<file path="src/rtl/aclk_ctrl_pkg.sv">
// rtl/aclk_ctrl_pkg.sv - shared types and digit limits for the alarm-clock load sequencer
package aclk_ctrl_pkg;

  typedef enum logic [2:0] {
    ST_IDLE    = 3'd0,
    ST_CLEAR   = 3'd1,
    ST_CHECK   = 3'd2,
    ST_SETUP   = 3'd3,
    ST_LOAD    = 3'd4,
    ST_RELEASE = 3'd5
  } state_e;

  typedef enum logic {
    SRC_TIME  = 1'b0,
    SRC_ALARM = 1'b1
  } src_e;

  typedef struct packed {
    logic [1:0] h1;
    logic [3:0] h0;
    logic [3:0] m1;
    logic [3:0] m0;
  } hhmm_t;

  localparam logic [1:0] MAX_H1      = 2'd2;
  localparam logic [3:0] MAX_H0_AT_2 = 4'd3;
  localparam logic [3:0] MAX_M1      = 4'd5;
  localparam logic [3:0] MAX_DIGIT   = 4'd9;

endpackage

</file>
<file path="src/rtl/aclk_load_sequencer_if.sv">
// rtl/aclk_load_sequencer_if.sv - requester handshakes and clock-core pins of the load sequencer
interface aclk_load_sequencer_if;
  logic       clr_req;
  logic       t_valid;
  logic       t_ready;
  logic [1:0] t_h1;
  logic [3:0] t_h0;
  logic [3:0] t_m1;
  logic [3:0] t_m0;
  logic       a_valid;
  logic       a_ready;
  logic [1:0] a_h1;
  logic [3:0] a_h0;
  logic [3:0] a_m1;
  logic [3:0] a_m0;
  logic [1:0] H_in1;
  logic [3:0] H_in0;
  logic [3:0] M_in1;
  logic [3:0] M_in0;
  logic       LD_time;
  logic       LD_alarm;
  logic       aclk_reset;
  logic       busy;
  logic       done;
  logic       err;
  logic       src;

  modport master (
    output clr_req, t_valid, t_h1, t_h0, t_m1, t_m0,
    output a_valid, a_h1, a_h0, a_m1, a_m0,
    input  t_ready, a_ready, H_in1, H_in0, M_in1, M_in0,
    input  LD_time, LD_alarm, aclk_reset, busy, done, err, src
  );

  modport slave (
    input  clr_req, t_valid, t_h1, t_h0, t_m1, t_m0,
    input  a_valid, a_h1, a_h0, a_m1, a_m0,
    output t_ready, a_ready, H_in1, H_in0, M_in1, M_in0,
    output LD_time, LD_alarm, aclk_reset, busy, done, err, src
  );
endinterface

</file>
<file path="src/rtl/aclk_bcd_check.sv">
// rtl/aclk_bcd_check.sv - combinational BCD hh:mm range check (00:00 .. 23:59)
module aclk_bcd_check
  import aclk_ctrl_pkg::*;
(
  input  hhmm_t val_i,
  output logic  ok_o
);

  always_comb begin
    ok_o = (val_i.h1 <= MAX_H1) &&
           (val_i.h0 <= MAX_DIGIT) &&
           !((val_i.h1 == MAX_H1) && (val_i.h0 > MAX_H0_AT_2)) &&
           (val_i.m1 <= MAX_M1) &&
           (val_i.m0 <= MAX_DIGIT);
  end

endmodule

</file>
<file path="src/rtl/aclk_load_sequencer.sv">
// rtl/aclk_load_sequencer.sv - arbitrates time/alarm set requests and sequences
// digit setup, LD pulse and clear pulse onto the alarm-clock core
module aclk_load_sequencer
  import aclk_ctrl_pkg::*;
#(
  parameter int SETUP_CYCLES = 1,
  parameter int LD_CYCLES    = 2,
  parameter int RST_CYCLES   = 2
) (
  input  logic                  clk,
  input  logic                  reset,
  aclk_load_sequencer_if.slave  bus
);

  localparam int CNT_MAX_SL = (SETUP_CYCLES > LD_CYCLES) ? SETUP_CYCLES : LD_CYCLES;
  localparam int CNT_MAX    = (CNT_MAX_SL > RST_CYCLES) ? CNT_MAX_SL : RST_CYCLES;
  localparam int CNT_W      = $clog2(CNT_MAX + 1);

  localparam logic [CNT_W-1:0] SETUP_LAST = CNT_W'(SETUP_CYCLES - 1);
  localparam logic [CNT_W-1:0] LD_LAST    = CNT_W'(LD_CYCLES - 1);
  localparam logic [CNT_W-1:0] RST_LAST   = CNT_W'(RST_CYCLES - 1);

  state_e             state_q;
  src_e               rr_q;
  src_e               src_q;
  hhmm_t              cap_q;
  hhmm_t              dig_q;
  logic               ok_q;
  logic [CNT_W-1:0]   cnt_q;
  logic               ld_time_q;
  logic               ld_alarm_q;
  logic               clr_q;
  logic               busy_q;
  logic               done_q;
  logic               err_q;

  logic               t_ready_c;
  logic               a_ready_c;
  hhmm_t              hs_data;
  src_e               hs_src;
  logic               hs_ok;

  // Readies are the only combinational outputs; a clear request masks both.
  always_comb begin
    t_ready_c = 1'b0;
    a_ready_c = 1'b0;
    if (!reset && (state_q == ST_IDLE) && !bus.clr_req) begin
      t_ready_c = bus.t_valid && (!bus.a_valid || (rr_q == SRC_TIME));
      a_ready_c = bus.a_valid && (!bus.t_valid || (rr_q == SRC_ALARM));
    end
    hs_src = a_ready_c ? SRC_ALARM : SRC_TIME;
    if (a_ready_c) begin
      hs_data = '{h1: bus.a_h1, h0: bus.a_h0, m1: bus.a_m1, m0: bus.a_m0};
    end else begin
      hs_data = '{h1: bus.t_h1, h0: bus.t_h0, m1: bus.t_m1, m0: bus.t_m0};
    end
  end

  aclk_bcd_check u_bcd_check (
    .val_i (hs_data),
    .ok_o  (hs_ok)
  );

  always_ff @(posedge clk) begin
    if (reset) begin
      state_q    <= ST_IDLE;
      rr_q       <= SRC_TIME;
      src_q      <= SRC_TIME;
      cap_q      <= '0;
      dig_q      <= '0;
      ok_q       <= 1'b0;
      cnt_q      <= '0;
      ld_time_q  <= 1'b0;
      ld_alarm_q <= 1'b0;
      clr_q      <= 1'b0;
      busy_q     <= 1'b0;
      done_q     <= 1'b0;
      err_q      <= 1'b0;
    end else begin
      done_q <= 1'b0;
      err_q  <= 1'b0;
      case (state_q)
        ST_IDLE: begin
          if (bus.clr_req) begin
            state_q <= ST_CLEAR;
            cnt_q   <= RST_LAST;
            clr_q   <= 1'b1;
            dig_q   <= '0;
            busy_q  <= 1'b1;
          end else if (t_ready_c || a_ready_c) begin
            // Validity is judged at capture so err lands in the CHECK cycle.
            state_q <= ST_CHECK;
            cap_q   <= hs_data;
            src_q   <= hs_src;
            rr_q    <= (hs_src == SRC_TIME) ? SRC_ALARM : SRC_TIME;
            ok_q    <= hs_ok;
            err_q   <= !hs_ok;
            busy_q  <= 1'b1;
          end
        end
        ST_CHECK: begin
          if (ok_q) begin
            state_q <= ST_SETUP;
            cnt_q   <= SETUP_LAST;
            dig_q   <= cap_q;
          end else begin
            state_q <= ST_IDLE;
            busy_q  <= 1'b0;
          end
        end
        ST_SETUP: begin
          if (cnt_q == '0) begin
            state_q    <= ST_LOAD;
            cnt_q      <= LD_LAST;
            ld_time_q  <= (src_q == SRC_TIME);
            ld_alarm_q <= (src_q == SRC_ALARM);
          end else begin
            cnt_q <= cnt_q - CNT_W'(1);
          end
        end
        ST_LOAD: begin
          if (cnt_q == '0) begin
            state_q    <= ST_RELEASE;
            ld_time_q  <= 1'b0;
            ld_alarm_q <= 1'b0;
            done_q     <= 1'b1;
          end else begin
            cnt_q <= cnt_q - CNT_W'(1);
          end
        end
        ST_RELEASE: begin
          state_q <= ST_IDLE;
          busy_q  <= 1'b0;
        end
        ST_CLEAR: begin
          if (cnt_q == '0) begin
            state_q <= ST_IDLE;
            clr_q   <= 1'b0;
            busy_q  <= 1'b0;
          end else begin
            cnt_q <= cnt_q - CNT_W'(1);
          end
        end
        default: begin
          state_q <= ST_IDLE;
          busy_q  <= 1'b0;
        end
      endcase
    end
  end

  assign bus.t_ready    = t_ready_c;
  assign bus.a_ready    = a_ready_c;
  assign bus.H_in1      = dig_q.h1;
  assign bus.H_in0      = dig_q.h0;
  assign bus.M_in1      = dig_q.m1;
  assign bus.M_in0      = dig_q.m0;
  assign bus.LD_time    = ld_time_q;
  assign bus.LD_alarm   = ld_alarm_q;
  assign bus.aclk_reset = clr_q;
  assign bus.busy       = busy_q;
  assign bus.done       = done_q;
  assign bus.err        = err_q;
  assign bus.src        = src_q;

endmodule

</file>
<file path="src/flat_wrapper.sv">
// flat-port wrapper written by rule: the top's interface ports become plain ports
module aclk_load_sequencer_flat import aclk_ctrl_pkg::*;
#(
  parameter int SETUP_CYCLES = 1,
  parameter int LD_CYCLES    = 2,
  parameter int RST_CYCLES   = 2
)
  (clk, reset, bus_clr_req, bus_t_valid, bus_t_h1, bus_t_h0, bus_t_m1, bus_t_m0, bus_a_valid, bus_a_h1, bus_a_h0, bus_a_m1, bus_a_m0, bus_t_ready, bus_a_ready, bus_H_in1, bus_H_in0, bus_M_in1, bus_M_in0, bus_LD_time, bus_LD_alarm, bus_aclk_reset, bus_busy, bus_done, bus_err, bus_src);
  aclk_load_sequencer_if bus_i ();
  input  logic clk;
  input  logic reset;
  input wire logic [$bits(bus_i.clr_req)-1:0] bus_clr_req;
  input wire logic [$bits(bus_i.t_valid)-1:0] bus_t_valid;
  input wire logic [$bits(bus_i.t_h1)-1:0] bus_t_h1;
  input wire logic [$bits(bus_i.t_h0)-1:0] bus_t_h0;
  input wire logic [$bits(bus_i.t_m1)-1:0] bus_t_m1;
  input wire logic [$bits(bus_i.t_m0)-1:0] bus_t_m0;
  input wire logic [$bits(bus_i.a_valid)-1:0] bus_a_valid;
  input wire logic [$bits(bus_i.a_h1)-1:0] bus_a_h1;
  input wire logic [$bits(bus_i.a_h0)-1:0] bus_a_h0;
  input wire logic [$bits(bus_i.a_m1)-1:0] bus_a_m1;
  input wire logic [$bits(bus_i.a_m0)-1:0] bus_a_m0;
  output wire logic [$bits(bus_i.t_ready)-1:0] bus_t_ready;
  output wire logic [$bits(bus_i.a_ready)-1:0] bus_a_ready;
  output wire logic [$bits(bus_i.H_in1)-1:0] bus_H_in1;
  output wire logic [$bits(bus_i.H_in0)-1:0] bus_H_in0;
  output wire logic [$bits(bus_i.M_in1)-1:0] bus_M_in1;
  output wire logic [$bits(bus_i.M_in0)-1:0] bus_M_in0;
  output wire logic [$bits(bus_i.LD_time)-1:0] bus_LD_time;
  output wire logic [$bits(bus_i.LD_alarm)-1:0] bus_LD_alarm;
  output wire logic [$bits(bus_i.aclk_reset)-1:0] bus_aclk_reset;
  output wire logic [$bits(bus_i.busy)-1:0] bus_busy;
  output wire logic [$bits(bus_i.done)-1:0] bus_done;
  output wire logic [$bits(bus_i.err)-1:0] bus_err;
  output wire logic [$bits(bus_i.src)-1:0] bus_src;
  assign bus_i.clr_req = bus_clr_req;
  assign bus_i.t_valid = bus_t_valid;
  assign bus_i.t_h1 = bus_t_h1;
  assign bus_i.t_h0 = bus_t_h0;
  assign bus_i.t_m1 = bus_t_m1;
  assign bus_i.t_m0 = bus_t_m0;
  assign bus_i.a_valid = bus_a_valid;
  assign bus_i.a_h1 = bus_a_h1;
  assign bus_i.a_h0 = bus_a_h0;
  assign bus_i.a_m1 = bus_a_m1;
  assign bus_i.a_m0 = bus_a_m0;
  assign bus_t_ready = bus_i.t_ready;
  assign bus_a_ready = bus_i.a_ready;
  assign bus_H_in1 = bus_i.H_in1;
  assign bus_H_in0 = bus_i.H_in0;
  assign bus_M_in1 = bus_i.M_in1;
  assign bus_M_in0 = bus_i.M_in0;
  assign bus_LD_time = bus_i.LD_time;
  assign bus_LD_alarm = bus_i.LD_alarm;
  assign bus_aclk_reset = bus_i.aclk_reset;
  assign bus_busy = bus_i.busy;
  assign bus_done = bus_i.done;
  assign bus_err = bus_i.err;
  assign bus_src = bus_i.src;
  aclk_load_sequencer #(.SETUP_CYCLES(SETUP_CYCLES), .LD_CYCLES(LD_CYCLES), .RST_CYCLES(RST_CYCLES)) u_core (.clk(clk), .reset(reset), .bus(bus_i));
endmodule
</file>
<file path="config.mk">
export PLATFORM = sky130hd
export DESIGN_NAME = aclk_load_sequencer_flat
export DESIGN_NICKNAME = d
export VERILOG_FILES = /design/src/rtl/aclk_ctrl_pkg.sv /design/src/rtl/aclk_load_sequencer_if.sv /design/src/rtl/aclk_bcd_check.sv /design/src/rtl/aclk_load_sequencer.sv /design/src/flat_wrapper.sv
export SDC_FILE = /design/constraint.sdc
export NUM_CORES = 1
export LEC_CHECK = 0
export CAP_MARGIN = 10
export CORE_UTILIZATION = 50
export CTS_CLUSTER_DIAMETER = 60
export DETAILED_ROUTE_END_ITERATION = 8
export GPL_TIMING_DRIVEN = 0
export PLACE_DENSITY_LB_ADDON = 0.15
export SYNTH_ARGS = -nofsm -noshare
export SYNTH_HDL_FRONTEND = slang
export SYNTH_SLANG_ARGS = --single-unit
</file>
<file path="constraint.sdc">
create_clock -name clk -period 3.1 [get_ports clk]
set_clock_uncertainty 0.1 [all_clocks]
set_input_delay 0.62 -clock clk [delete_from_list [all_inputs] [get_ports clk]]
set_output_delay 0.62 -clock clk [all_outputs]
set_load 0.02 [all_outputs]
</file>
* Word-level counts from Yosys, hierarchy flattened
Index checks and enable logic that the tools add are counted.
Word-level totals: bits in registers 42, output and inout port bits 23, word-level logic and storage cells 112
Cells by class: add/sub/neg operators 1, order comparisons 5, equality and inequality tests 13, multiplexer cells 32, bitwise gates (word level) 7, reduce and logical (&&, ||, !) cells 35
Operators by type and width (number):
- two-way mux 14 bit | 3
- case mux 14 bit (2 select lines) | 1
- two-way mux 3 bit | 5
- case mux 3 bit (5 select lines) | 1
- two-way mux 1 bit | 12
- AND reduction 3 bit | 4
- AND reduction 4 bit | 3
- two-way mux 2 bit | 5
- logical AND 1 bit | 9
- <= comparator 4 bit, second input constant | 2
- != test 2 x 1 -> 1 bit, second input constant | 4
- case mux 2 bit (4 select lines) | 1
- inverter 1 bit | 7
- == test 3 x 2 -> 1 bit, second input constant | 2
- logical NOT 1 bit | 6
- != test 2 bit, second input constant | 3
- case mux 1 bit (2 select lines) | 3
- nonzero test 2 bit | 3
- OR reduction 2 bit | 3
- > comparator 4 x 2 -> 1 bit, second input constant | 1
- <= comparator 4 x 3 -> 1 bit, second input constant | 1
- case mux 1 bit (4 select lines) | 1
- nonzero test 4 bit | 1
- OR reduction 4 bit | 1
- other kinds (9) | 11

* Logic depth before layout (Yosys ltp)
Gate-level depths: netlist of run 1.
depth in word-level cells 12, gate-level depth with buffers 8, mapped depth without buffers 7

* Modules after synthesis
Synthesis of run 1 repeated with hierarchy kept, for this count alone.
Second synthesis, totals: cell total of the unflattened synthesis 212, area total of the unflattened synthesis 2040.7 µm²
By module, submodules not included:
- aclk_load_sequencer | times used 1, cells each 207, area each 2008.2 µm², seq. area each 840.8 µm²
- aclk_bcd_check | times used 1, cells each 5, area each 32.5 µm², seq. area each 0.0 µm²

* Worst setup path after synthesis of run 1
Ideal clock, no wire load.
path type input to output, from input port bus_clr_req, to output port bus_a_ready, arrival 1.284 ns, path slack 1.096 ns, stages on the path 3, path buffers 0, cells stage by stage nor2_1 -> o2111ai_4 -> inv_1
Between the ends: word-level cells in the longest chain between the ends 3
Ends and longest elaborated chain:
- start, declared | line flat_wrapper.sv:12 | input wire logic [$bits(bus_i.clr_req)-1:0] bus_clr_req;
- logical NOT 1 bit | line aclk_load_sequencer.sv:47 | if (!reset && (state_q == ST_IDLE) && !bus.clr_req) begin
- logical AND 1 bit | line aclk_load_sequencer.sv:47
- two-way mux 1 bit | line aclk_load_sequencer.sv:47
- end, declared | line flat_wrapper.sv:24 | output wire logic [$bits(bus_i.a_ready)-1:0] bus_a_ready;
No other way between the ends.

* Worst setup path after layout of run 1
Ends and elaborated chain as after synthesis.

==> impl_metrics.ini, run 1 <==
[status]
status = finished clean

[global_route]
grt_util_met2_pct = 39.5
pin_count_of_the_biggest_net_entering_global_routing = 14
antenna_found_initial = 0
via_count_of_the_first_global_routing_pass = 1733
global_route.usage.met1_pct = 33.5
grt_util_all_layers_pct = 25.4
globalRoute.busiestLayer = met2
grt_first_pass_wirelength_mm = 8.13
globalRouteOverflowTotal = 0
gr-usage-met3_pct = 7.22

[sta]
tightest_slew_ps = 598
layout_setup_ws_ps = 228
fmaxAchievable_mhz = 348
setup-violations-final = 0
timing.final.crit_share_pct = 92.6
timing.final.crit_period_ps = 2870
final_hold_viol_count = 0
relSlewSlack_pct = 60.1
rsz0062_at_grt = no
final-max-slew-violation-count = 0

[synthesis]
yosysUniqueCellTypes = 39
post_synth_inst_count = 232
synth_area_sq_um = 1960
ys_seq_area_share_pct = 42.8
postSynthNetCount = 267
synth.avg_cell_area_sq_um = 8.46
post_synth_top_area_cell = sky130_fd_sc_hd__dfxtp_1
leading_post_synthesis_cells_by_cell_area = sky130_fd_sc_hd__dfxtp_1 43%, sky130_fd_sc_hd__mux2i_1 7.1%, sky130_fd_sc_hd__a21oi_1 6.4%, sky130_fd_sc_hd__nand3_1 5.1%, sky130_fd_sc_hd__nand2_1 4.8%
yosys.area.top_type_share_pct = 42.8
yosysWarnings = 0
synth.ff_latch_count = 42

[routing]
detail-route-antenna-nets = 0
drc_errors = 0
vias_per_cell = 5.52
num_vias = 1894
dr.first_iter.drc_count = 130
pre_repair_dr_iteration_count = 4
wire_per_inst_um = 14.4
finalWirelength_mm = 4.94

[floorplan]
initial_core_util_pct = 52.8
pin_count = 56
die-height_um = 64.7
design.core.area_sq_um = 3720
num_rows = 22
floorplan.die.width_um = 64.7
dieArea_sq_um = 4180

[cells_and_area]
num-fill-cells = 314
syn2layout_area_growth_pct = 37.2
layout-drive-gt1-share_pct = 7.46
antenna_cells_inserted = 0
layout.cells.non_filler = 343
final_cell_mix = 53 x sky130_fd_sc_hd__clkdlybuf4s50_1, 42 x sky130_fd_sc_hd__dfxtp_1, 25 x sky130_fd_sc_hd__nand2_1, 25 x sky130_fd_sc_hd__a21oi_1, 24 x sky130_fd_sc_hd__nor2_1
layout.cell_area.non_filler_sq_um = 2690
commonest_non_fill_non_tap_cell_in_the_layout = sky130_fd_sc_hd__clkdlybuf4s50_1
numnets_final = 329
final_core_util_pct = 72.5

[worst_setup_path]
timing.critical_path.from_type = primary input
crit_type = in2out
cp_data_required_time_ps = 2380
worstPathMaxFanout = 7
setup.worst_path.end_class = output port
critical_path_arrival_ps = 2150

[place]
dp_hpwl_mm = 3.72
post-place-cells = 335
number_of_port_buffers = 55
gpl.final_weighted_congestion = 0.867
dpl_cell_area_sq_um = 2570
placement.setup.worst_slack_ps = -218

[cts]
cts_setup_buffers = 0
cts_sinks = 42
hold_buffer_count_at_cts = 0
clockRootBuffer = sky130_fd_sc_hd__clkbuf_8
htreeDepth = 2
clk-insertion-delay-late_ps = 290
tritoncts_clock_tree = built
deepest_clock_path_buffer_count = 2
cts-buffers-inserted = 5
clk_pin_slew_worst_paths_ps = 80

[pwr]
power_leakage_uw = 0.00103
cellPowerDensity_nw_per_um2 = 462
irDropWorstVdd_mv = 0.298

[job]
cap_violations = 0

[min_path]
type_of_the_tightest_min_delay_check = reg2reg
==> layer usage <==
metal	part of all wire, %	up-vias
li1	-	947
met1	46	868
met2	45	68
met3	7.2	11
met4	1.8	0
met5	0	-
==> worst max-delay path, stage by stage <==
cell	delay, ps
sky130_fd_sc_hd__clkdlybuf4s50_1	540
sky130_fd_sc_hd__nor2_4	200
sky130_fd_sc_hd__o2111ai_4	220
sky130_fd_sc_hd__inv_2	210
sky130_fd_sc_hd__dlygate4sd2_1	350
==> registers in the layout, indices dropped and copies added, names as in the netlist <==
signal and flops:
u_core.bus.done 1, u_core.bus.LD_alarm 1, u_core.bus.err 1, u_core.bus.M_in1 4, u_core.ok_q 1, u_core.state_q 3
u_core.bus.H_in0 4, u_core.bus.src 1, u_core.bus.M_in0 4, u_core.cap_q 14, u_core.rr_q 1, u_core.bus.LD_time 1
u_core.bus.busy 1, u_core.bus.aclk_reset 1, u_core.bus.H_in1 2, u_core.cnt_q 2
==> metrics by stage <==
step                      TNS, ps  power, uW  hold WS, ps
after floorplan                 0        724          348
after global placement       -152        816          339
after detailed placement     -257        820          343
after CTS                       0       1240          354
after global routing            0       1290          378
final                           0       1240          350
==> layout make-up <==
| class | instances | area (sq um) | area share [%] |
|---|---|---|---|
| Multi-Input combinational cell | 164 | 1010 | 37.5 |
| Sequential cell | 42 | 841 | 31.2 |
| Timing Repair Buffer | 55 | 552 | 20.5 |
| Buffer | 17 | 87.6 | 3.25 |
| Clock buffer | 6 | 72.6 | 2.70 |
| Tap cell | 48 | 60.1 | 2.23 |
| Clock inverter | 2 | 37.5 | 1.39 |
| Inverter | 9 | 33.8 | 1.25 |
==> synth_stat cells <==
library cell / n
sky130_fd_sc_hd__dfxtp_1: 42
sky130_fd_sc_hd__a21oi_1: 25
sky130_fd_sc_hd__nand2_1: 25
sky130_fd_sc_hd__nor2_1: 25
sky130_fd_sc_hd__nand3_1: 20
sky130_fd_sc_hd__mux2i_1: 14
sky130_fd_sc_hd__a211oi_1: 12
sky130_fd_sc_hd__inv_1: 9
sky130_fd_sc_hd__clkbuf_1: 8
sky130_fd_sc_hd__o21ai_0: 7
sky130_fd_sc_hd__buf_2: 4
sky130_fd_sc_hd__a311oi_1: 3
sky130_fd_sc_hd__buf_4: 3
sky130_fd_sc_hd__nor3_1: 3
sky130_fd_sc_hd__o22ai_1: 3
sky130_fd_sc_hd__a31oi_1: 2
sky130_fd_sc_hd__and2_1: 2
sky130_fd_sc_hd__ha_1: 2
sky130_fd_sc_hd__nor3b_1: 2
sky130_fd_sc_hd__o22a_1: 2
sky130_fd_sc_hd__a2111oi_0: 1
sky130_fd_sc_hd__a2111oi_4: 1
sky130_fd_sc_hd__a221oi_1: 1
sky130_fd_sc_hd__a2bb2oi_1: 1
sky130_fd_sc_hd__a2bb2oi_2: 1
sky130_fd_sc_hd__and3_1: 1
sky130_fd_sc_hd__buf_1: 1
sky130_fd_sc_hd__buf_6: 1
sky130_fd_sc_hd__nand2b_1: 1
sky130_fd_sc_hd__nor2b_1: 1
sky130_fd_sc_hd__nor3_4: 1
sky130_fd_sc_hd__nor4_1: 1
sky130_fd_sc_hd__o2111ai_4: 1
sky130_fd_sc_hd__o21a_1: 1
sky130_fd_sc_hd__o21a_2: 1
sky130_fd_sc_hd__o21ai_1: 1
sky130_fd_sc_hd__o221ai_1: 1
sky130_fd_sc_hd__o31ai_1: 1
sky130_fd_sc_hd__or3_1: 1
==> path summary, 6_finish.rpt <==
check	from	to	slack [ps]	cells past startpoint
hold reg to reg	u_core.bus.H_in0[1]	u_core.bus.H_in0[1]	350	2
setup reg to reg	u_core.cnt_q[0]	u_core.cnt_q[1]	1160	8
setup / recovery	bus_clr_req	bus_a_ready	230	5
hold / removal	u_core.bus.H_in0[1]	u_core.bus.H_in0[1]	350	2
==> cells by family (layout without fill, tap and decap cells) <==
family / after synthesis / after routing / synth area share [%]
compound gates: 65 / 65 / 23.3
simple gates: 83 / 83 / 19.2
fa+ha+maj: 2 / 2 / 1.27
mux: 14 / 14 / 7.14
flops: 42 / 42 / 42.8
buf+inv: 26 / 89 / 6.18
==> where the power goes <==
| group | total, uW | switching (uW) | internal (uW) |
|---|---|---|---|
| Combinational | 231 | 124 | 107 |
| Sequential | 580 | 16.6 | 564 |
| Clock | 431 | 191 | 240 |
==> what timing repair did <==
| action | 4_1_cts | 5_1_grt |
|---|---|---|
| setup endpoints to repair | 2 | 1 |
| resized for setup | 3 | 2 |
| hold endpoints to repair | 0 | 0 |
Note: power is estimated with default switching activity, not from simulation.
==> run 2, diff against run 1 <==
Settings changed: CTS_CLUSTER_DIAMETER 60 to unset.
Clock period 3.1 ns to 3.6 ns, I/O delays scaled along.
==> impl_metrics.ini, run 2 (synthesis results as in run 1) <==
[sta]
layout_setup_ws_ps = 184
setup-violations-final = 0
fmaxAchievable_mhz = 293
tightest_slew_ps = 601
fin_tns_setup_ps = 0
final_hold_viol_count = 0
timing.final.crit_period_ps = 3420
final-max-slew-violation-count = 0
timing.final.crit_share_pct = 94.9
rsz0062_at_grt = no
relSlewSlack_pct = 59.9

[place]
gpl.final_weighted_congestion = 0.867
placement.setup.worst_slack_ps = 81.7
dp_hpwl_mm = 3.72
post-place-cells = 335
number_of_port_buffers = 55

[cells_and_area]
regMostFlops = u_core.cap_q
commonest_non_fill_non_tap_cell_in_the_layout = sky130_fd_sc_hd__clkdlybuf4s50_1
multiInputGateArea_sq_um = 1000
final_cell_mix = 55 x sky130_fd_sc_hd__clkdlybuf4s50_1, 42 x sky130_fd_sc_hd__dfxtp_1, 25 x sky130_fd_sc_hd__nor2_1, 25 x sky130_fd_sc_hd__nand2_1, 25 x sky130_fd_sc_hd__a21oi_1
num-fill-cells = 315
antenna_cells_inserted = 0
register_cell_area_after_layout_sq_um = 841
layout-drive-gt1-share_pct = 7.12
layout.cells.non_filler = 343
largest_reg_flops = 14
syn2layout_area_growth_pct = 36.7
numnets_final = 329

[pwr]
power_leakage_uw = 0.00101
comb_power_share_pct = 18.5
cellInternalPower_uw = 785
pwr-share-seq_pct = 46.9
power.share.switching_pct = 26.4
irDropWorstVdd_mv = 0.256
total_power_uw = 1070
cellPowerDensity_nw_per_um2 = 397
switching_power_uw = 281
power.clock.fraction_pct = 34.6

[cts]
cts_setup_buffers = 0
cts-buffers-inserted = 5
deepest_clock_path_buffer_count = 2
hold_buffer_count_at_cts = 0
clk-insertion-delay-late_ps = 290
clk_pin_slew_worst_paths_ps = 80
htreeDepth = 2
tritoncts_clock_tree = built
clockRootBuffer = sky130_fd_sc_hd__clkbuf_8
cts_sinks = 42
post_cts_resized = 0

[floorplan]
pin_count = 56
num_rows = 22
floorplan.die.width_um = 64.7
die-height_um = 64.7
dieArea_sq_um = 4180
design.core.area_sq_um = 3720
initial_core_util_pct = 52.8

[routing]
wire_per_inst_um = 14.2
num_vias = 1896
drc_errors = 0
vias_per_cell = 5.53
dr.first_iter.drc_count = 125
finalWirelength_mm = 4.87
pre_repair_dr_iteration_count = 4
detail-route-antenna-nets = 0

[global_route]
global_route.usage.met1_pct = 33.6
grt_util_all_layers_pct = 25.4
grt_util_met2_pct = 39.2
grt_first_pass_wirelength_mm = 8.12
antenna_found_initial = 0
gr-usage-met3_pct = 7.22
pin_count_of_the_biggest_net_entering_global_routing = 14
globalRouteOverflowTotal = 0
globalRoute.busiestLayer = met2
via_count_of_the_first_global_routing_pass = 1727

[min_path]
type_of_the_tightest_min_delay_check = reg2reg
hold-path-cell-count = 2
hold_start = u_core.bus.H_in0[1]
worst_hold_path.endpoint = u_core.bus.H_in0[1]

[worst_setup_path]
crit_type = in2out
cp_slowest_cell = sky130_fd_sc_hd__clkdlybuf4s50_1
r2r-start = u_core.cnt_q[0]
worstPathCellList = clkdlybuf4s50_1 > nor2_1 > o2111ai_4 > inv_2 > clkdlybuf4s50_1
critPathMaxStageDelay_ps = 630
critical_path.top_delay_family = buffers and inverters
setup.worst_path.end_class = output port
reg2regPathDepth = 8
critical_path_arrival_ps = 2600
worstPathMaxFanout = 7
critical_path.reg2reg.endpoint = u_core.cnt_q[1]
reg2reg_setup_slack_ps = 1690
critical-path-top-cell-by-count = sky130_fd_sc_hd__clkdlybuf4s50_1
timing.critical_path.buf_inv = 3
cp_data_required_time_ps = 2780
timing.critical_path.from_type = primary input

[status]
status = finished clean

[job]
cap_violations = 0
==> run 2: worst max-delay path by stage <==
| stage | startpoint | end | slack (ps) | cells past startpoint |
|---|---|---|---|---|
| 6_report | bus_clr_req | bus_a_ready | 180 | 5 |
| 5_1_grt | bus_clr_req | bus_a_ready | 70 | 5 |
| 4_1_cts | bus_clr_req | bus_a_ready | 100 | 5 |
| 3_5_place_dp | bus_clr_req | bus_a_ready | 80 | 5 |
| 3_3_place_gp | bus_clr_req | bus_a_ready | 150 | 5 |
| 2_1_floorplan | bus_clr_req | bus_a_ready | 1400 | 3 |
==> run 2: area by class of cell <==
cell class	instances	area share, %
Buffer	17	3.26
Multi-Input combinational cell	164	37.3
Inverter	9	1.26
Sequential cell	42	31.3
Clock inverter	2	1.40
Timing Repair Buffer	55	20.5
Clock buffer	6	2.70
Tap cell	48	2.24
==> run 2: tightest hold or removal path, stage by stage, from the launching register on <==
cell	delay, ps
sky130_fd_sc_hd__dfxtp_1	310
sky130_fd_sc_hd__nand2_1	50
sky130_fd_sc_hd__a21oi_1	50
==> run 2: layer usage <==
layer | wire [um] | share of wire, %
met5 | 0 | 0
met4 | 89 | 1.8
met3 | 408 | 8.4
met2 | 2160 | 44
met1 | 2220 | 46
==> run 2: stage by stage <==
stage	instance area, sq um	utilization (%)	hold WS [ps]
after floorplan	1960	-	348
after global placement	2570	69.3	339
after detailed placement	2570	69.3	343
after CTS	2680	72.2	354
after global routing	2680	72.2	378
final	2680	72.2	351
==> run 2: power by group through the flow <==
| stage | Sequential [uW] | Combinational [uW] | Clock [uW] |
|---|---|---|---|
| 2_1_floorplan | 512 | 111 | 0 |
| 3_3_place_gp | 509 | 194 | 0 |
| 3_5_place_dp | 510 | 196 | 0 |
| 4_1_cts | 499 | 197 | 373 |
| 5_1_grt | 502 | 217 | 394 |
| 6_report | 499 | 197 | 369 |
==> run 3, diff against run 2 <==
Clock period 3.6 ns to 4.3 ns, I/O delays scaled along.
==> impl_metrics.ini, run 3 (synthesis results as in run 1) <==
[routing]
pre_repair_dr_iteration_count = 4
finalWirelength_mm = 4.87
detail-route-antenna-nets = 0
wire_per_inst_um = 14.2
num_vias = 1902
drc_errors = 0
dr.first_iter.drc_count = 124
vias_per_cell = 5.55

[worst_setup_path]
cp_data_required_time_ps = 3340
setup.worst_path.end_class = output port
timing.critical_path.from_type = primary input
critical_path_arrival_ps = 2840
crit_type = in2out
worstPathMaxFanout = 7

[cts]
clk-insertion-delay-late_ps = 290
clockRootBuffer = sky130_fd_sc_hd__clkbuf_8
cts_setup_buffers = 0
deepest_clock_path_buffer_count = 2
clk_pin_slew_worst_paths_ps = 80
hold_buffer_count_at_cts = 0
cts_sinks = 42
tritoncts_clock_tree = built
post_cts_resized = 0
htreeDepth = 2
cts-buffers-inserted = 5

[sta]
fin_tns_setup_ps = 0
setup-violations-final = 0
final_hold_viol_count = 0
fmaxAchievable_mhz = 263
tightest_slew_ps = 600
rsz0062_at_grt = no
timing.final.crit_share_pct = 88.4
timing.final.crit_period_ps = 3800
final-max-slew-violation-count = 0
relSlewSlack_pct = 60.0

[cells_and_area]
syn2layout_area_growth_pct = 36.7
layout.cells.non_filler = 343
commonest_non_fill_non_tap_cell_in_the_layout = sky130_fd_sc_hd__clkdlybuf4s50_1
final_cell_mix = 55 x sky130_fd_sc_hd__clkdlybuf4s50_1, 42 x sky130_fd_sc_hd__dfxtp_1, 25 x sky130_fd_sc_hd__nor2_1, 25 x sky130_fd_sc_hd__nand2_1, 25 x sky130_fd_sc_hd__a21oi_1
antenna_cells_inserted = 0
regMostFlops = u_core.cap_q
numnets_final = 329
layout-drive-gt1-share_pct = 6.78
largest_reg_flops = 14

[pwr]
power_leakage_uw = 0.00101
cellInternalPower_uw = 657
comb_power_share_pct = 18.5
power.share.switching_pct = 26.3
irDropWorstVdd_mv = 0.214
cellPowerDensity_nw_per_um2 = 332
switching_power_uw = 235
pwr-share-seq_pct = 46.9
power.clock.fraction_pct = 34.6

[place]
post-place-cells = 335
dp_hpwl_mm = 3.72
number_of_port_buffers = 55
gpl.final_weighted_congestion = 0.867

[floorplan]
initial_core_util_pct = 52.8
dieArea_sq_um = 4180
design.core.area_sq_um = 3720
pin_count = 56
floorplan.die.width_um = 64.7
num_rows = 22
die-height_um = 64.7

[min_path]
type_of_the_tightest_min_delay_check = reg2reg

[global_route]
via_count_of_the_first_global_routing_pass = 1727
grt_first_pass_wirelength_mm = 8.12
antenna_found_initial = 0
pin_count_of_the_biggest_net_entering_global_routing = 14
globalRouteOverflowTotal = 0
grt_util_all_layers_pct = 25.4

[job]
cap_violations = 0

[status]
status = finished clean
run 3: cell counts in the layout (fill, tap and decap cells not counted):
No cell type changed its count.
run 3: critical path, stage by stage:
cell and delay [ps]:
sky130_fd_sc_hd__clkdlybuf4s50_1 510, sky130_fd_sc_hd__nor2_1 270, sky130_fd_sc_hd__o2111ai_4 250, sky130_fd_sc_hd__inv_1 290, sky130_fd_sc_hd__clkdlybuf4s50_1 660
run 3: stage by stage:
| stage | setup WS [ps] | cell area (sq um) | hold slack (ps) | total power (uW) | utilization [%] |
|---|---|---|---|---|---|
| 6_report | 499 | 2680 | 351 | 892 | 72.2 |
| 5_1_grt | 394 | 2680 | 378 | 933 | 72.2 |
| 4_1_cts | 516 | 2680 | 354 | 895 | 72.2 |
| 3_5_place_dp | 502 | 2570 | 343 | 591 | 69.3 |
| 3_3_place_gp | 568 | 2570 | 339 | 588 | 69.3 |
| 2_1_floorplan | 1820 | 1960 | 348 | 522 | - |
run 3: power groups by stage:
| stage | sequential [uW] | combinational, uW | clock (uW) |
|---|---|---|---|
| after floorplan | 429 | 93.1 | 0 |
| after global placement | 426 | 162 | 0 |
| after detailed placement | 427 | 164 | 0 |
| after CTS | 418 | 165 | 312 |
| after global routing | 420 | 182 | 330 |
| final | 418 | 165 | 308 |
run 3: path summary, 6_finish.rpt:
| check | start | endpoint | slack [ps] | cells after the start |
|---|---|---|---|---|
| setup / recovery | bus_clr_req | bus_a_ready | 500 | 5 |
| hold / removal | u_core.bus.H_in0[1] | u_core.bus.H_in0[1] | 350 | 2 |
| setup reg to reg | u_core.cnt_q[0] | u_core.cnt_q[1] | 2400 | 8 |
| hold reg to reg | u_core.bus.H_in0[1] | u_core.bus.H_in0[1] | 350 | 2 |
run 3: cell type report:
type	count	area, sq um
fillers	315	1030
repair buffers	55	551
flip-flops and latches	42	841
plain buffers	17	87.6
well taps	48	60.1
inverters	9	33.8
multi-input cells	164	1000
clock buffers	6	72.6
clock inverters	2	37.5
run 3: per-layer routing:
metal / up-vias / track usage (%) / share of wire [%]
met5: - / 0 / 0
met4: 0 / 9.17 / 1.8
met3: 10 / 7.22 / 7.8
met2: 77 / 39.2 / 44
met1: 865 / 33.6 / 46
li1: 950 / - / -
